==> src/rtl/instr_loader_pkg.sv <==
// ============================================================================
//  Module      : instr_loader_pkg
//  Description : Shared types and constants for the instruction loader.
//  Revision    : 1.0  initial release
// ============================================================================
`default_nettype none

package instr_loader_pkg;

   localparam int LEN_WIDTH = 16;

   typedef enum logic [2:0] {
      IDLE   = 3'd0,
      LEN_HI = 3'd1,
      LEN_LO = 3'd2,
      CHECK  = 3'd3,
      LOAD   = 3'd4,
      CSUM   = 3'd5,
      DONE   = 3'd6,
      ERROR  = 3'd7
   } state_t;

endpackage

`default_nettype wire

==> src/rtl/instr_loader_csum.sv <==
// ============================================================================
//  Module      : loader_csum
//  Description : 8-bit XOR accumulator over the payload bytes of a frame.
//  Revision    : 1.0  initial release
// ============================================================================
`default_nettype none

module loader_csum (
   input  logic       clk,
   input  logic       rst,
   input  logic       clear,
   input  logic       en,
   input  logic [7:0] din,
   output logic [7:0] sum
);

   always_ff @(posedge clk or posedge rst) begin
      if (rst) begin
         sum <= 8'h00;
      end else if (clear) begin
         sum <= 8'h00;
      end else if (en) begin
         sum <= sum ^ din;
      end
   end

endmodule

`default_nettype wire

==> src/rtl/instr_loader.sv <==
// ============================================================================
//  Module      : instr_loader
//  Description : Streams a length-prefixed byte frame into instruction memory
//                from address 0 while holding the CPU. Optional trailing XOR
//                checksum byte when CHECKSUM_EN is defined.
//  Revision    : 1.0  initial release
// ============================================================================
`default_nettype none

module instr_loader
   import instr_loader_pkg::*;
#(
   parameter int ADDRESS_WIDTH = 12,
   parameter int DATA_WIDTH    = 8
) (
   input  logic                     clk,
   input  logic                     rst,
   input  logic                     start,
   input  logic                     s_valid,
   input  logic [DATA_WIDTH-1:0]    s_data,
   output logic                     s_ready,
   output logic                     mem_we,
   output logic [ADDRESS_WIDTH-1:0] mem_addr,
   output logic [DATA_WIDTH-1:0]    mem_wdata,
   output logic                     cpu_hold,
   output logic                     busy,
   output logic                     done,
   output logic                     err
);

   // Store capacity in bytes, one bit wider than the length field
   localparam logic [LEN_WIDTH:0] MAX_LEN = {{LEN_WIDTH{1'b0}}, 1'b1} << ADDRESS_WIDTH;

   state_t                   state;
   logic [DATA_WIDTH-1:0]    len_hi;
   logic [LEN_WIDTH-1:0]     remaining;
   logic [ADDRESS_WIDTH-1:0] count;
   logic                     xfer;

   assign xfer = s_valid & s_ready;

`ifdef CHECKSUM_EN
   logic [7:0] csum;
   logic       csum_clear;
   logic       csum_en;

   assign csum_clear = start && (state == IDLE || state == DONE || state == ERROR);
   assign csum_en    = xfer && (state == LOAD);

   loader_csum u_csum (
      .clk   (clk),
      .rst   (rst),
      .clear (csum_clear),
      .en    (csum_en),
      .din   (s_data),
      .sum   (csum)
   );
`endif

   always_ff @(posedge clk or posedge rst) begin
      if (rst) begin
         state     <= IDLE;
         s_ready   <= 1'b0;
         mem_we    <= 1'b0;
         mem_addr  <= '0;
         mem_wdata <= '0;
         cpu_hold  <= 1'b1;
         busy      <= 1'b0;
         done      <= 1'b0;
         err       <= 1'b0;
         len_hi    <= '0;
         remaining <= '0;
         count     <= '0;
      end else begin
         mem_we <= 1'b0;
         case (state)
            IDLE, DONE, ERROR: begin
               if (start) begin
                  state    <= LEN_HI;
                  s_ready  <= 1'b1;
                  busy     <= 1'b1;
                  done     <= 1'b0;
                  err      <= 1'b0;
                  cpu_hold <= 1'b1;
                  count    <= '0;
               end
            end
            LEN_HI: begin
               if (xfer) begin
                  len_hi <= s_data;
                  state  <= LEN_LO;
               end
            end
            LEN_LO: begin
               if (xfer) begin
                  remaining <= {len_hi, s_data};
                  s_ready   <= 1'b0;
                  state     <= CHECK;
               end
            end
            CHECK: begin
               if (remaining == '0) begin
                  state    <= DONE;
                  done     <= 1'b1;
                  cpu_hold <= 1'b0;
                  busy     <= 1'b0;
               end else if (remaining[1:0] != 2'b00 || {1'b0, remaining} > MAX_LEN) begin
                  state <= ERROR;
                  err   <= 1'b1;
                  busy  <= 1'b0;
               end else begin
                  state   <= LOAD;
                  s_ready <= 1'b1;
               end
            end
            LOAD: begin
               if (xfer) begin
                  mem_we    <= 1'b1;
                  mem_addr  <= count;
                  mem_wdata <= s_data;
                  count     <= count + 1'b1;
                  remaining <= remaining - 1'b1;
                  if (remaining == {{(LEN_WIDTH-1){1'b0}}, 1'b1}) begin
`ifdef CHECKSUM_EN
                     state <= CSUM;
`else
                     state    <= DONE;
                     done     <= 1'b1;
                     cpu_hold <= 1'b0;
                     busy     <= 1'b0;
                     s_ready  <= 1'b0;
`endif
                  end
               end
            end
`ifdef CHECKSUM_EN
            CSUM: begin
               if (xfer) begin
                  s_ready <= 1'b0;
                  busy    <= 1'b0;
                  if (s_data == csum) begin
                     state    <= DONE;
                     done     <= 1'b1;
                     cpu_hold <= 1'b0;
                  end else begin
                     state <= ERROR;
                     err   <= 1'b1;
                  end
               end
            end
`endif
            default: begin
               state   <= IDLE;
               s_ready <= 1'b0;
               busy    <= 1'b0;
            end
         endcase
      end
   end

endmodule

`default_nettype wire

==> config.mk <==
export PLATFORM = sky130hd
export DESIGN_NAME = instr_loader
export DESIGN_NICKNAME = d
export VERILOG_FILES = /design/src/rtl/instr_loader_pkg.sv /design/src/rtl/instr_loader_csum.sv /design/src/rtl/instr_loader.sv
export SDC_FILE = /design/constraint.sdc
export NUM_CORES = 1
export LEC_CHECK = 0
export ABC_AREA = 1
export CAP_MARGIN = 20
export CORE_MARGIN = 5
export CORE_UTILIZATION = 25
export CTS_CLUSTER_SIZE = 28
export DETAILED_ROUTE_END_ITERATION = 10
export PLACE_DENSITY = 0.53
export SLEW_MARGIN = 20
export SYNTH_ARGS = -nofsm -noshare
export SYNTH_HDL_FRONTEND = slang
export SYNTH_SLANG_ARGS = --single-unit
==> constraint.sdc <==
create_clock -name clk -period 2.8 [get_ports clk]
set_input_delay 0.7 -clock clk [delete_from_list [all_inputs] [get_ports clk]]
set_output_delay 0.7 -clock clk [all_outputs]
set_load 0.01 [all_outputs]
==> results.md, run 1 <==
- Outcome: finished clean
- Critical path data required time: 2.10 ns
- Setup TNS: 0 ns
- Layout area overhead: 26.09%
- Placed Cells: 650
- Commonest non-fill, non-tap cells in the layout: nand2_1 (127), dfrtp_1 (64), inv_1 (49)
- Root Buffer: clkbuf_16
- Crit path max fanout: 2
- Final Non-Filler Cells: 666
- DIE AREA: 16,010 um2
- Worst Setup End Kind: output pin
- Leakage power: 1.989 nW
- Post-Syn Area: 3396 um2
- First-pass GRT wire length: 14,310 um
- Slowest-stage cell, CP: dfstp_2
- Worst path arrival time: 1.38 ns
- Slew of the pin with the lowest slew margin: 0.5514 ns
- Ys flop type: dfrtp_1
- Post-synthesis sequential area ratio: 47.94%
- Postcts setup bufs: 0
- Layout cell share with drive strength beyond 1: 8.571%
- Wire per inst: 12.25 um
- Diodes inserted: 0
- PD cells: 957.8 nW/um2
- Largest net degree at the start of global routing: 41
- Headroom to the max-slew limit: 63.19%
- Latest clock arrival within the worst-skew pair: 0.33 ns
- GRT Residual Overflow: 0
- Critical path cell sequence: clkdlybuf4s50_1
- CTS Buf Count: 9
- Number of hold violations in the final report: 0
- Placeable Area: 13,300 um2
- DRC marker count from the first detailed-route iteration: 226
- CTS hold repair buffers: 0
- GRT Total Usage: 10.86%
- Syn Area/Cell: 7.614 um2
- Initial DRT Pass Iterations: 4
- Worst path bufs/invs: 1
- CTS tree: built
- Delay-heaviest family, CP: flip-flops
- Clock tree buffer depth: 2
- Crit start category: register
- F_max: 480.4 MHz
- FP Rows: 42
- Via count: 2,973
- Clock skew: 0.004501 ns
- RSZ-0062 raised after global routing: no
- HP Class: register to register
- Hpwl dp: 6045 um
- Max H-tree Level: 3
- Max-slew violations: 0
- Fraction of registers with async set/reset: 100.0%
- Port bufs: 37
- Synthesis Warnings: 0
- Die boundary height: 126.5 um
- Clock Sinks: 65
- Distinct cells, synth: 35
- Filler instances: 1,384
- Final setup violation count: 0
- Most common cell after layout, fill and taps aside: nand2_1
- Post-Syn Instances: 446
- Starting density of the core: 25.54%
- Mapped Nets: 461
- Flip-flop and latch count after synthesis: 65
- Routed Antenna Nets: 0
- Vias in the first global route: 2,969
- Die X-Extent: 126.5 um
- Max-cap violations: 0
- Min Clock Period, post-route: 2.082 ns
- Worst path max stage delay: 0.53 ns
- Via density: 4.464
- Nets: 500
- Initial antenna violation count: 0
- WL final: 8158 um
- Fin crit share: 74.34%
- DRC viols: 0
- Critical path type: register to output pin
- Placer Congestion: 0.8675
- Post-synth EDFFs: 0
- Clock slew at reported path FFs: 0.05 ns
- I/O Pins: 38
- VDD IR max: 0.3230 mV
- Post_cts resized: 0
[cell usage after synthesis (3+ instances only)]
library cell    n  area share [%]
inv_2           7            0.77
ha_1            3             1.1
o21ai_1        35             5.2
dfrtp_1        64              47
buf_2           5            0.74
nand2_1       127              14
o22ai_1         3            0.55
nor3_1          7             1.0
nor2_2          4            0.74
a21oi_1        13             1.9
o21ai_0        26             3.8
nor2_1         38             4.2
inv_1          50             5.5
nand4_1        10             1.8
nand3_1        25             3.7
clkbuf_1        4            0.44
[path summary, 6_finish.rpt]
| path | start | endpoint | slack (ns) | cells after the start |
|---|---|---|---|---|
| min in group asynchronous | rst | len_hi[7] | 0.63 | 2 |
| worst max register to register | remaining[0] | state[1] | 0.98 | 11 |
| worst min-delay path | cpu_hold | cpu_hold | 0.47 | 2 |
| worst min register to register | cpu_hold | cpu_hold | 0.47 | 2 |
| max in group asynchronous | rst | cpu_hold | 1.59 | 3 |
| worst max-delay path | cpu_hold | cpu_hold | 0.72 | 1 |
[through the flow]
stage	area (um2)	worst slack (ns)	total power [mW]	util, %	hold WS (ns)
after floorplan	3396	0.4752	2.450	-	0.4479
after global placement	3951	0.5428	2.871	29.72	0.4599
after detailed placement	3951	0.5352	2.898	29.72	0.4644
after CTS	4282	0.6973	4.156	32.20	0.4728
after global routing	4282	0.6900	4.456	32.20	0.4918
final	4282	0.7185	4.101	32.20	0.4689
[registers in the layout, indices dropped and copies added (netlist names)]
signal and flops:
busy 1, count 12, cpu_hold 1, done 1, err 1, len_hi 8, mem_addr 12, mem_wdata 8
mem_we 1, remaining 16, s_ready 1, state 3
[cell type report]
type                    instances  area, um2  area share [%]
inverters                      59      224.0           5.231
multi-input cells             309       1466           34.25
clock buffers                  11      252.7           5.903
repair buffers                 41      412.9           9.643
clock inverters                 5      77.57           1.812
well taps                     176      220.2           5.143
flip-flops and latches         65       1628           38.02
[logic make-up after synthesis]
family	count (synthesis)	synth area share, %
AO/OA/AOI/OAI	82	12.64
XOR/XNOR	2	0.5159
adder cells (fa/ha/maj)	3	1.105
buffers and inverters	72	8.880
flip-flops	65	47.94
AND/OR/NAND/NOR	222	28.92
[report_power, final]
part           switching [mW]  internal [mW]  leakage (nW)
registers               0.203           1.23         0.847
logic                   0.884          0.553         0.981
clock network           0.412          0.824         0.162
total                    1.50           2.60          1.99
[routing by layer]
metal	wire length, um	GRT usage, %
met5	0	0
met4	110	3.407
met3	474	3.321
met2	3614	16.91
met1	3958	14.48
Note: power is estimated with default switching activity, not from simulation.
==> run 2, diff against run 1 <==
==> constraint.sdc (replaced) <==
create_clock -name clk -period 2.2 [get_ports clk]
set_input_delay 0.55 -clock clk [delete_from_list [all_inputs] [get_ports clk]]
set_output_delay 0.55 -clock clk [all_outputs]
set_load 0.01 [all_outputs]
==> run 2 against run 1 <==
Net effect:
- final cell count decreased by 0.30%
- die area unchanged
- clock power rose by 21%
- combinational power up 29%
- critical endpoint unchanged
- sequential power grew 28%
- register-to-register slack got worse by 0.59 ns
- design area decreased by 0.32%
- flip-flop and latch count unchanged
- first-iteration DRC count decreased by 11%
- largest cell class unchanged
- critical path depth unchanged
- highest routed layer unchanged
==> results.md, run 2 (same netlist as run 1, synthesis figures left out) <==
- Placeable Area: 13,300 um2
- Max-cap violations: 0
- Placer Congestion: 0.8305
- Commonest non-fill, non-tap cells in the layout: nand2_1 (127), dfrtp_1 (64), inv_1 (49)
- Layout area overhead: 25.68%
- Initial antenna violation count: 0
- CTS hold repair buffers: 0
- Finished Cell Area: 4268 um2
- PD cells: 1216 nW/um2
- Diodes inserted: 0
- Crit path max fanout: 2
- Largest net degree at the start of global routing: 66
- Worst path max stage delay: 0.53 ns
- WL final: 8096 um
- Max H-tree Level: 3
- F_max: 515.7 MHz
- Critical path data required time: 1.65 ns
- Root Buffer: clkbuf_16
- Worst path arrival time: 1.39 ns
- Starting density of the core: 25.54%
- Min Clock Period, post-route: 1.939 ns
- Worst path bufs/invs: 1
- Clock tree buffer depth: 2
- Setup TNS: 0 ns
- Fin util: 32.10%
- Clock Sinks: 65
- Initial DRT Pass Iterations: 4
- RSZ-0062 raised after global routing: no
- Routed Antenna Nets: 0
- GRT Total Usage: 10.57%
- Slew of the pin with the lowest slew margin: 0.5752 ns
- Hpwl dp: 5942 um
- Die X-Extent: 126.5 um
- Worst Setup End Kind: output pin
- Crit start category: register
- Final setup violation count: 0
- Postcts setup bufs: 0
- Clock skew: 0.003265 ns
- Final Non-Filler Cells: 664
- HP Class: register to register
- Delay-heaviest family, CP: flip-flops
- Leakage power: 1.979 nW
- Port bufs: 37
- Outcome: finished clean
- Filler instances: 1,376
- Via density: 4.420
- Placement Cell Area: 3956 um2
- Via count: 2,935
- Headroom to the max-slew limit: 61.60%
- Total Power: 5.188 mW
- Vias in the first global route: 2,824
- GRT Residual Overflow: 0
- I/O Pins: 38
- Critical path type: register to output pin
- Clock slew at reported path FFs: 0.05 ns
- Most common cell after layout, fill and taps aside: nand2_1
- Nets: 499
- CTS Buf Count: 9
- DRC viols: 0
- Number of hold violations in the final report: 0
- Reg with most FFs: remaining
- Top flop regs: remaining (16), count (12), mem_addr (12)
- Critical path cell sequence: clkdlybuf4s50_1
- Slowest-stage cell, CP: dfstp_2
- Layout cell share with drive strength beyond 1: 7.787%
- R2R Setup Slk: 0.39 ns
- Wire per inst: 12.19 um
- Latest clock arrival within the worst-skew pair: 0.33 ns
- Placed Cells: 649
- VDD IR max: 0.4274 mV
- Max reg flops: 16
- Fin crit share: 88.14%
- DIE AREA: 16,010 um2
- Die boundary height: 126.5 um
- Post_cts resized: 0
- First-pass GRT wire length: 13,660 um
- Max-slew violations: 0
- FP Rows: 42
- DRC marker count from the first detailed-route iteration: 202
- CTS tree: built
run 2: layer usage:
| metal | GRT usage (%) | wire [um] | vias up |
|---|---|---|---|
| li1 | - | - | 1510 |
| met3 | 2.858 | 387 | 11 |
| met5 | 0 | 0 | - |
| met4 | 4.164 | 113 | 0 |
| met1 | 14.14 | 4010 | 1357 |
| met2 | 16.28 | 3585 | 57 |
run 2: power breakdown:
part,internal (mW),switching [mW]
Clock,1.01,0.488
Combinational,0.715,1.14
Sequential,1.56,0.268
run 2: path summary, 6_finish.rpt:
check | from | cells after the start | to
max reg2reg | state[1] | 6 | mem_addr[5]
max | cpu_hold | 1 | cpu_hold
min | cpu_hold | 2 | cpu_hold
max in group asynchronous | rst | 3 | cpu_hold
min in group asynchronous | rst | 3 | mem_wdata[5]
min reg2reg | cpu_hold | 2 | cpu_hold
run 2: worst min-delay path, delay by kind of cell, from the launching register on:
| family | cells | cell delay [ns] |
|---|---|---|
| simple gates | 2 | 0.09 |
| flops | 1 | 0.37 |
run 2: area by class of cell:
class | count | area [um2] | share of cell area, %
Tap cell | 176 | 220.2 | 5.160
Clock buffer | 12 | 246.5 | 5.775
Multi-Input combinational cell | 309 | 1466 | 34.36
Clock inverter | 3 | 65.06 | 1.524
Sequential cell | 65 | 1628 | 38.14
Timing Repair Buffer | 40 | 417.9 | 9.792
Inverter | 59 | 224.0 | 5.248
run 2: through the flow:
step                hold WS (ns)  worst slack [ns]
floorplan                 0.4479           0.02520
global placement          0.4602            0.1115
detailed placement        0.4563           0.09241
CTS                       0.4660            0.2432
global route              0.5002            0.1550
finish                    0.4654            0.2609
==> run 3, diff against run 2 <==
--- a/config.mk
+++ b/config.mk
@@ -7,11 +7,13 @@
 export LEC_CHECK = 0
 export ABC_AREA = 1
 export CAP_MARGIN = 20
+export CELL_PAD_IN_SITES_DETAIL_PLACEMENT = 0
+export CELL_PAD_IN_SITES_GLOBAL_PLACEMENT = 1
 export CORE_MARGIN = 5
-export CORE_UTILIZATION = 25
+export CORE_UTILIZATION = 41
 export CTS_CLUSTER_SIZE = 28
 export DETAILED_ROUTE_END_ITERATION = 10
-export PLACE_DENSITY = 0.53
+export PLACE_DENSITY = 0.9
 export SLEW_MARGIN = 20
 export SYNTH_ARGS = -nofsm -noshare
 export SYNTH_HDL_FRONTEND = slang
==> run 3 against run 2 <==
Net effect:
- clock-buffer cell count fell by 2
- largest cell class unchanged
- via count rose by 0.34%
- worst hold slack got worse by 0.0017 ns
- die area fell by 36%
- highest routed layer unchanged
==> results.md, run 3 (same netlist as run 1, synthesis figures left out) <==
- Outcome: finished clean
- Critical path type: register to output pin
- Diodes inserted: 0
- Headroom to the max-slew limit: 62.58%
- Wire per inst: 12.97 um
- Max reg flops: 16
- Placeable Area: 8134 um2
- VDD IR max: 0.3764 mV
- Worst path bufs/invs: 1
- HP Class: register to register
- Number of hold violations in the final report: 0
- DRC viols: 0
- Delay-heaviest family, CP: flip-flops
- Post_cts resized: 0
- Placed Cells: 578
- CTS hold repair buffers: 0
- Layout cell share with drive strength beyond 1: 8.180%
- Fin crit share: 88.37%
- Slew of the pin with the lowest slew margin: 0.5605 ns
- DIE AREA: 10,200 um2
- GRT Total Usage: 16.68%
- Initial DRT Pass Iterations: 5
- Min Clock Period, post-route: 1.944 ns
- CTS tree: built
- Critical path cell sequence: clkdlybuf4s50_1
- Hpwl dp: 5646 um
- Port bufs: 37
- Largest net degree at the start of global routing: 41
- Max H-tree Level: 3
- Setup TNS: 0 ns
- Die X-Extent: 101.0 um
- Via density: 4.958
- CTS Buf Count: 9
- Critical path data required time: 1.65 ns
- Clock tree buffer depth: 2
- Commonest non-fill, non-tap cells in the layout: nand2_1 (127), dfrtp_1 (64), inv_1 (49)
- Via count: 2,945
- Latest clock arrival within the worst-skew pair: 0.34 ns
- Top flop regs: remaining (16), count (12), mem_addr (12)
- RSZ-0062 raised after global routing: no
- Starting density of the core: 41.75%
- FP Rows: 33
- Placer Congestion: 0.8578
- Worst path arrival time: 1.39 ns
- Worst Setup End Kind: output pin
- Vias in the first global route: 2,895
- Final Non-Filler Cells: 594
- PD cells: 1170 nW/um2
- Most common cell after layout, fill and taps aside: nand2_1
- Max-cap violations: 0
- Crit start category: register
- Root Buffer: clkbuf_8
- DRC marker count from the first detailed-route iteration: 157
- Leakage power: 1.930 nW
- Clock slew at reported path FFs: 0.07 ns
- Layout area overhead: 20.38%
- Initial antenna violation count: 0
- Slowest-stage cell, CP: dfstp_2
- I/O Pins: 38
- WL final: 7704 um
- Clock skew: 0.01295 ns
- GRT Residual Overflow: 0
- Postcts setup bufs: 0
- Die boundary height: 101.0 um
- Nets: 499
- First-pass GRT wire length: 13,590 um
- Min Hold Slack: 0.4637 ns
- Finished Cell Area: 4088 um2
- Reg with most FFs: remaining
- Max-slew violations: 0
- Clock Sinks: 65
- Placement Cell Area: 3867 um2
- Routed Antenna Nets: 0
- Crit path max fanout: 2
- F_max: 514.4 MHz
- Final setup violation count: 0
- Worst path max stage delay: 0.53 ns
- Total Power: 4.784 mW
run 3: changes by cell type in the layout (fill, tap and decap cells not counted):
cell and delta:
clkbuf_8 +8, clkbuf_16 -9, clkbuf_1 -1, clkinvlp_4 +2, clkinv_4 +2, clkinv_2 -1
run 3: area by class of cell:
cell class | instances | area, um2
Inverter | 59 | 224.0
Fill cell | 787 | 4046
Clock inverter | 6 | 92.59
Clock buffer | 10 | 127.6
Tap cell | 105 | 131.4
Multi-Input combinational cell | 309 | 1466
Sequential cell | 65 | 1628
Timing Repair Buffer | 40 | 417.9
run 3: worst paths after layout:
kind,from,to,slack (ns),cells past startpoint
min reg2reg,cpu_hold,cpu_hold,0.46,2
max in group asynchronous,rst,cpu_hold,1.07,3
max reg2reg,state[1],mem_addr[2],0.38,6
max,cpu_hold,cpu_hold,0.26,1
min,cpu_hold,cpu_hold,0.46,2
min in group asynchronous,rst,len_hi[2],0.56,2
run 3: stage by stage:
| stage | utilization [%] | setup slack [ns] |
|---|---|---|
| global placement | 47.55 | 0.1797 |
| floorplan | - | 0.02520 |
| CTS | 50.25 | 0.2290 |
| global route | 50.25 | 0.1598 |
| finish | 50.25 | 0.2559 |
| detailed placement | 47.55 | 0.1514 |
run 3: layer usage:
metal	up-vias	share of wire, %	routed length (um)	track usage, %
met1	1360	49	3786	23.02
li1	1513	-	-	-
met4	0	1.2	93	5.624
met5	-	0	0	0
met2	66	44	3398	25.37
met3	6	5.5	426	4.498
run 3: where the power goes:
group | switching, mW | total, mW | leakage (nW) | internal [mW]
Combinational | 1.13 | 1.83 | 0.981 | 0.705
Clock | 0.486 | 1.13 | 0.103 | 0.642
Sequential | 0.269 | 1.82 | 0.847 | 1.56
Total | 1.88 | 4.78 | 1.93 | 2.90
